===== src/rtl/systolic_pkg.sv =====
// Shared defaults and FSM state encoding for the systolic array operand feeder.
package systolic_pkg;

  localparam int DEF_DATA_W    = 16;
  localparam int DEF_ADDR_W    = 4;
  localparam int DEF_LANES     = 3;
  localparam int DEF_DEPTH     = 4;
  localparam int DEF_BASE_ADDR = 1;

  typedef enum logic [2:0] {
    IDLE   = 3'd0,
    LOAD   = 3'd1,
    DRAIN  = 3'd2,
    STREAM = 3'd3,
    FIN    = 3'd4
  } state_e;

endpackage


===== src/rtl/systolic_feeder_if.sv =====
// Operand RAM read port plus array-edge lane bus of the systolic feeder.
interface systolic_feeder_if #(
  parameter int DATA_W = 16,
  parameter int ADDR_W = 4,
  parameter int LANES  = 3
);

  logic                      ram_en;
  logic                      ram_we;
  logic [ADDR_W-1:0]         ram_addr;
  logic [DATA_W-1:0]         ram_do;
  logic [LANES*DATA_W-1:0]   lane_data;
  logic [LANES-1:0]          lane_valid;

  modport master (
    output ram_en, ram_we, ram_addr, lane_data, lane_valid,
    input  ram_do
  );

  modport slave (
    input  ram_en, ram_we, ram_addr, lane_data, lane_valid,
    output ram_do
  );

endinterface


===== src/rtl/feeder_skew_mux.sv =====
// Diagonal wavefront mapping: lane i at step s carries operand k = s - i of that lane.
module feeder_skew_mux #(
  parameter int DATA_W = 16,
  parameter int LANES  = 3,
  parameter int DEPTH  = 4,
  parameter int STEP_W = 3,
  parameter int IDX_W  = 4
) (
  input  logic [LANES*DEPTH-1:0][DATA_W-1:0] buf_i,
  input  logic [STEP_W-1:0]                  step_i,
  input  logic                               en_i,
  output logic [LANES*DATA_W-1:0]            lane_data_o,
  output logic [LANES-1:0]                   lane_valid_o
);

  int               k_s;
  logic [IDX_W-1:0] idx_s;

  // Per-lane skewed selection; lanes outside their window read as zero.
  always_comb begin
    lane_data_o  = '0;
    lane_valid_o = '0;
    k_s          = 0;
    idx_s        = '0;
    for (int i = 0; i < LANES; i++) begin
      k_s = int'(step_i) - i;
      if (en_i && (k_s >= 0) && (k_s < DEPTH)) begin
        idx_s                          = IDX_W'(k_s * LANES + i);
        lane_valid_o[i]                = 1'b1;
        lane_data_o[i*DATA_W +: DATA_W] = buf_i[idx_s];
      end else begin
        lane_valid_o[i]                = 1'b0;
        lane_data_o[i*DATA_W +: DATA_W] = '0;
      end
    end
  end

endmodule


===== src/rtl/systolic_feeder.sv =====
// Loads a LANES x DEPTH operand block from the RAM, then streams it skewed into the array.
module systolic_feeder
  import systolic_pkg::*;
#(
  parameter int DATA_W    = DEF_DATA_W,
  parameter int ADDR_W    = DEF_ADDR_W,
  parameter int LANES     = DEF_LANES,
  parameter int DEPTH     = DEF_DEPTH,
  parameter int BASE_ADDR = DEF_BASE_ADDR
) (
  input  logic               clk,
  input  logic               rst_n,
  input  logic               start,
  systolic_feeder_if.master  bus,
  output logic               busy,
  output logic               done
);

  localparam int N      = LANES * DEPTH;
  localparam int STEPS  = LANES + DEPTH - 1;
  localparam int CNT_W  = (N > 1) ? $clog2(N) : 1;
  localparam int STEP_W = (STEPS > 1) ? $clog2(STEPS) : 1;

  generate
    if (BASE_ADDR + N > 2 ** ADDR_W) begin : g_addr_range_chk
      $error("systolic_feeder: operand block exceeds RAM address space");
    end
  endgenerate

  state_e                       state_q;
  logic [CNT_W-1:0]             rd_cnt_q;
  logic [CNT_W-1:0]             wr_cnt_q;
  logic                         wr_vld_q;
  logic [STEP_W-1:0]            step_q;
  logic [N-1:0][DATA_W-1:0]     buf_q;
  logic                         ram_en_q;
  logic [ADDR_W-1:0]            ram_addr_q;
  logic                         busy_q;
  logic                         done_q;
  logic [LANES*DATA_W-1:0]      lane_data_s;
  logic [LANES-1:0]             lane_valid_s;

  // Block sequencer: read issue, buffer fill one cycle behind the RAM, then step counting.
  always_ff @(posedge clk or negedge rst_n) begin
    if (!rst_n) begin
      state_q    <= IDLE;
      rd_cnt_q   <= '0;
      wr_cnt_q   <= '0;
      wr_vld_q   <= 1'b0;
      step_q     <= '0;
      buf_q      <= '0;
      ram_en_q   <= 1'b0;
      ram_addr_q <= '0;
      busy_q     <= 1'b0;
      done_q     <= 1'b0;
    end else begin
      case (state_q)
        IDLE: begin
          if (start) begin
            state_q    <= LOAD;
            rd_cnt_q   <= '0;
            wr_vld_q   <= 1'b0;
            ram_en_q   <= 1'b1;
            ram_addr_q <= ADDR_W'(BASE_ADDR);
            busy_q     <= 1'b1;
          end
        end
        LOAD: begin
          if (wr_vld_q) begin
            buf_q[wr_cnt_q] <= bus.ram_do;
          end
          wr_cnt_q <= rd_cnt_q;
          wr_vld_q <= 1'b1;
          if (rd_cnt_q == CNT_W'(N - 1)) begin
            state_q    <= DRAIN;
            ram_en_q   <= 1'b0;
            ram_addr_q <= '0;
          end else begin
            rd_cnt_q   <= rd_cnt_q + CNT_W'(1);
            ram_addr_q <= ram_addr_q + ADDR_W'(1);
          end
        end
        DRAIN: begin
          buf_q[wr_cnt_q] <= bus.ram_do;
          wr_vld_q        <= 1'b0;
          step_q          <= '0;
          state_q         <= STREAM;
        end
        STREAM: begin
          if (step_q == STEP_W'(STEPS - 1)) begin
            state_q <= FIN;
            done_q  <= 1'b1;
          end else begin
            step_q <= step_q + STEP_W'(1);
          end
        end
        FIN: begin
          done_q  <= 1'b0;
          busy_q  <= 1'b0;
          state_q <= IDLE;
        end
        default: begin
          state_q  <= IDLE;
          ram_en_q <= 1'b0;
          busy_q   <= 1'b0;
          done_q   <= 1'b0;
        end
      endcase
    end
  end

  feeder_skew_mux #(
    .DATA_W (DATA_W),
    .LANES  (LANES),
    .DEPTH  (DEPTH),
    .STEP_W (STEP_W),
    .IDX_W  (CNT_W)
  ) u_skew (
    .buf_i        (buf_q),
    .step_i       (step_q),
    .en_i         (state_q == STREAM),
    .lane_data_o  (lane_data_s),
    .lane_valid_o (lane_valid_s)
  );

  assign bus.ram_en     = ram_en_q;
  assign bus.ram_we     = 1'b0;
  assign bus.ram_addr   = ram_addr_q;
  assign bus.lane_data  = lane_data_s;
  assign bus.lane_valid = lane_valid_s;
  assign busy           = busy_q;
  assign done           = done_q;

endmodule


===== src/flat_wrapper.sv =====
// flat-port wrapper written by rule: the top's interface ports become plain ports
module systolic_feeder_flat import systolic_pkg::*;
#(
  parameter int DATA_W    = DEF_DATA_W,
  parameter int ADDR_W    = DEF_ADDR_W,
  parameter int LANES     = DEF_LANES,
  parameter int DEPTH     = DEF_DEPTH,
  parameter int BASE_ADDR = DEF_BASE_ADDR
)
  (clk, rst_n, start, busy, done, bus_ram_en, bus_ram_we, bus_ram_addr, bus_lane_data, bus_lane_valid, bus_ram_do);
  systolic_feeder_if #(.DATA_W(DATA_W), .ADDR_W(ADDR_W), .LANES(LANES)) bus_i ();
  input  logic clk;
  input  logic rst_n;
  input  logic start;
  output logic busy;
  output logic done;
  output wire logic [$bits(bus_i.ram_en)-1:0] bus_ram_en;
  output wire logic [$bits(bus_i.ram_we)-1:0] bus_ram_we;
  output wire logic [$bits(bus_i.ram_addr)-1:0] bus_ram_addr;
  output wire logic [$bits(bus_i.lane_data)-1:0] bus_lane_data;
  output wire logic [$bits(bus_i.lane_valid)-1:0] bus_lane_valid;
  input wire logic [$bits(bus_i.ram_do)-1:0] bus_ram_do;
  assign bus_ram_en = bus_i.ram_en;
  assign bus_ram_we = bus_i.ram_we;
  assign bus_ram_addr = bus_i.ram_addr;
  assign bus_lane_data = bus_i.lane_data;
  assign bus_lane_valid = bus_i.lane_valid;
  assign bus_i.ram_do = bus_ram_do;
  systolic_feeder #(.DATA_W(DATA_W), .ADDR_W(ADDR_W), .LANES(LANES), .DEPTH(DEPTH), .BASE_ADDR(BASE_ADDR)) u_core (.clk(clk), .rst_n(rst_n), .start(start), .bus(bus_i), .busy(busy), .done(done));
endmodule

===== config.mk =====
export PLATFORM = sky130hd
export DESIGN_NAME = systolic_feeder_flat
export DESIGN_NICKNAME = d
export VERILOG_FILES = /design/src/rtl/systolic_pkg.sv /design/src/rtl/systolic_feeder_if.sv /design/src/rtl/feeder_skew_mux.sv /design/src/rtl/systolic_feeder.sv /design/src/flat_wrapper.sv
export SDC_FILE = /design/constraint.sdc
export NUM_CORES = 1
export LEC_CHECK = 0
export CAP_MARGIN = 15
export CORE_UTILIZATION = 65
export CTS_BUF_LIST = sky130_fd_sc_hd__clkbuf_8
export CTS_CLUSTER_SIZE = 25
export DETAILED_ROUTE_END_ITERATION = 8
export MAX_ROUTING_LAYER = met4
export PLACE_DENSITY = 0.95
export RECOVER_POWER = 100
export SYNTH_ARGS = -nofsm -noshare
export SYNTH_HDL_FRONTEND = slang
export SYNTH_HIERARCHICAL = 1
export SYNTH_SLANG_ARGS = --single-unit

===== constraint.sdc =====
create_clock -name clk -period 7.15 [get_ports clk]
set_clock_uncertainty 0.15 [all_clocks]
set_input_delay 0.715 -clock clk [delete_from_list [all_inputs] [get_ports clk]]
set_output_delay 0.715 -clock clk [all_outputs]
set_load 0.02 [all_outputs]

==> summary.md <==
| Metric | Value |
|---|---|
| Status | complete, but fails checks |
| Failing checks | max-capacitance violations, max-slew violations |
| Critical Path Slowest Stage Cell | ha_2 |
| Initial Util | about two thirds |
| Share of layout cells above drive strength 1 | 33.5% |
| RSZ-0062 raised after global routing | false |
| Maximum root-to-sink buffer count | 3 |
| Crit end category | output port |
| Die width | between 100 and 150 um |
| Cells after synthesis | around 950 |
| Unique masters post-synth | 60 |
| Synth Net Count | 987 |
| Hpwl dp | around 21000 um |
| Setup Viol. Count Final | 0 |
| Syn Std Cell Area | about 13000 um2 |
| Placement Rows | 50 |
| XOR/XNOR Fraction of Synth Area | less than 1% |
| Post-Synth Adder-Cell Area | approximately 1.7% |
| Worst flop-to-flop path startpoint | u_core/state_q[1] |
| Die H | approximately 140 um |
| Critical Path RT | roughly 6300 ps |
| Syn-to-layout area delta | 10.4% |
| Pin count of the biggest net entering global routing | just over 80 |
| Crit-path cells | inv_1 > ha_2 > clkinv_1 > ha_1 > xor2_2 > xnor2_4 > nand3_4 > o22ai_1 > dlygate4sd3_1 |
| Yosys top cell by area | dfrtp_1 |
| Post-synth EDFFs | 0 |
| Post-CTS Resized | 0 |
| Synth area leaders | dfrtp_1 42%, mux2_2 16%, mux4_2 15% |
| Via count | around 9400 |
| Crit Path Max Fanout | 52 |
| CP Launch Point | u_core/step_q[1] |
| CTS tree | done |
| Worst-margin pin slew | 4480 ps |
| Vias/cell | 7.28 |
| Dpl cells | between 1000 and 1500 |
| Clk slew on worst S/H paths | ~60 ps |
| Initial DRC count | between 1000 and 1500 |
| Synthesis-stage register bit count | between 200 and 250 |
| GRT Overall Usage | about two fifths |
| Post-synth top area share | a little over two fifths |
| WP data arrival | ~5600 ps |
| DRT Wirelength | 36200 um |
| Initial antenna violation count | 1 |
| Max-slew headroom | -199% |
| Post-route antenna net violation count | 0 |
| 1st-pass router iterations | 5 |
| Drt wl/cell | roughly 28 um |
| Root buffer cell | clkbuf_8 |
| Fmax | 154 MHz |
| Commonest non-fill, non-tap cell in the layout | dfrtp_1 |
| Final net count | roughly 1000 |
| Die ar. | ~20000 um2 |
| CP Class | reg -> out |
| Synth Area in Simple Gates | under 10% |
| Global-route wire length before repair | between 50000 and 60000 um |
| Type of the worst min-delay path | reg -> reg |
| Vias in the first global route | ~9600 |
| Setup bufs post-CTS | 0 |
| Routability cong. | between 0.8 and 0.9 |
| Post-synthesis compound-gate area fraction | under 10% |
| Clock H-tree levels | 2 |
| Fillers | about 1100 |
| Min-delay src | u_core/done |
| Hold buffers post-CTS | 0 |
| Final Non-Filler Cells | roughly 1300 |
| Ys async rst share | 100% |
| Mux cell area share after synthesis | 40.7% |
| Setup crit start kind | flop |
| Core area | 19000 um2 |
| Min Tclk post-route | 6480 ps |
| CTS buffer count | 38 |
| I/O Buffers | 76 |
| Crit share post-route | just over 90% |
| Io pins | 78 |
| Max-Cap Viols | 8 |
| Gr ovfl total | 0 |
| Setup_tns | 0 ps |
| CTS sink cnt | between 200 and 250 |
| Final Hold Viols | 0 |
| Clk Latency, worst-skew pair | roughly 550 ps |
| Most used DFF post-synth | dfrtp_1 |
| DR DRC count | 0 |
| Sequential cell area fraction in the yosys report | a little over two fifths |
| YS warnings | 6 |
| Most frequent cells in the layout | 212 x dfrtp_1, 180 x mux2_2, 98 x mux2i_1 |
| Mean Syn Cell Area | ~13 um2 |
| CP peak stage delay | around 1200 ps |
| Slew Viols, Final | between 200 and 300 |
| Largest family of logic cells by synthesized area | multiplexers |
worst paths after layout:
path                            cells past startpoint                end  slack [ps]
worst max-delay path                                9  bus_lane_data[27]         670
worst min register to register                      2        u_core/done         360
min in group asynchronous                           1  u_core/buf_q[145]        1620
max in group asynchronous                           2   u_core/buf_q[79]        1860
worst max register to register                      5  u_core/buf_q[140]        2260
worst min-delay path                                2        u_core/done         360
cells by family after synthesis:
kind of cell,count (synthesis)
other,1
buffers and inverters,113
DFF,214
muxes,382
xor gates and xnor gates,7
adders and majority gates,17
and+or+nand+nor,115
AOI/OAI and AO/OA,102
per-layer routing:
layer | track usage (%) | wire length, um | share of wire, % | vias up
met3 | 9.83 | 4170 | 12 | 190
met1 | 47.3 | 12900 | 36 | 4789
li1 | - | - | - | 3697
met2 | 58.2 | 17200 | 47 | 720
met4 | 20.5 | 2000 | 5.5 | 0
met5 | - | 0 | 0 | -
sequential cells by signal, summed over array words and instances (netlist names):
register and cells:
u_core/wr_cnt_q 4, u_core/buf_q 192, u_core/bus.ram_en 1, u_core/bus.ram_addr 4, u_core/rd_cnt_q 4, u_core/step_q 3, u_core/done 1, u_core/wr_vld_q 1
u_core/busy 1, u_core/state_q 3
metrics by stage:
stage                     hold slack, ps  area, um2  util (%)  setup slack, ps
after floorplan                      269      12800         -             2820
after global placement               338      13500      71.1             2250
after detailed placement             344      13500      71.1             2020
after CTS                           83.5      14300      74.9             1370
after global routing                 373      14100      74.3              571
final                                359      14100      74.3              666
area by class of cell:
class                      instances  area (um2)  area share, %
clock buffer                      48         661           4.68
inverter                          31         116          0.823
sequential                       214        5360           37.9
antenna                            1        2.50         0.0177
clock inverter                    19        77.6          0.549
timing repair buffer              93         847           5.99
multi-input combinational        624        6740           47.7
tap                              260         325           2.30
cell usage after synthesis (4+ instances only):
master,count
dfrtp_1,214
mux2_2,186
mux2i_1,98
mux4_2,88
nand2_1,67
inv_1,30
o22ai_1,30
clkbuf_1,29
buf_2,24
a211oi_1,19
buf_6,16
ha_1,16
a31oi_1,15
buf_4,12
a21oi_1,11
o21ai_0,11
mux2_4,10
nor2_1,9
nand3_1,7
nor2b_1,4
worst max-delay path, delay by kind of cell, from the launching register on:
family | cells | cell delay, ps
fa+ha+maj | 2 | 1600
buf+inv | 3 | 1190
xor+xnor | 2 | 1110
simple gates | 1 | 440
flops | 1 | 370
compound gates | 1 | 320
Power is not shown: default switching activity piles up to over one toggle a cycle in this logic, so the estimate is an artifact.
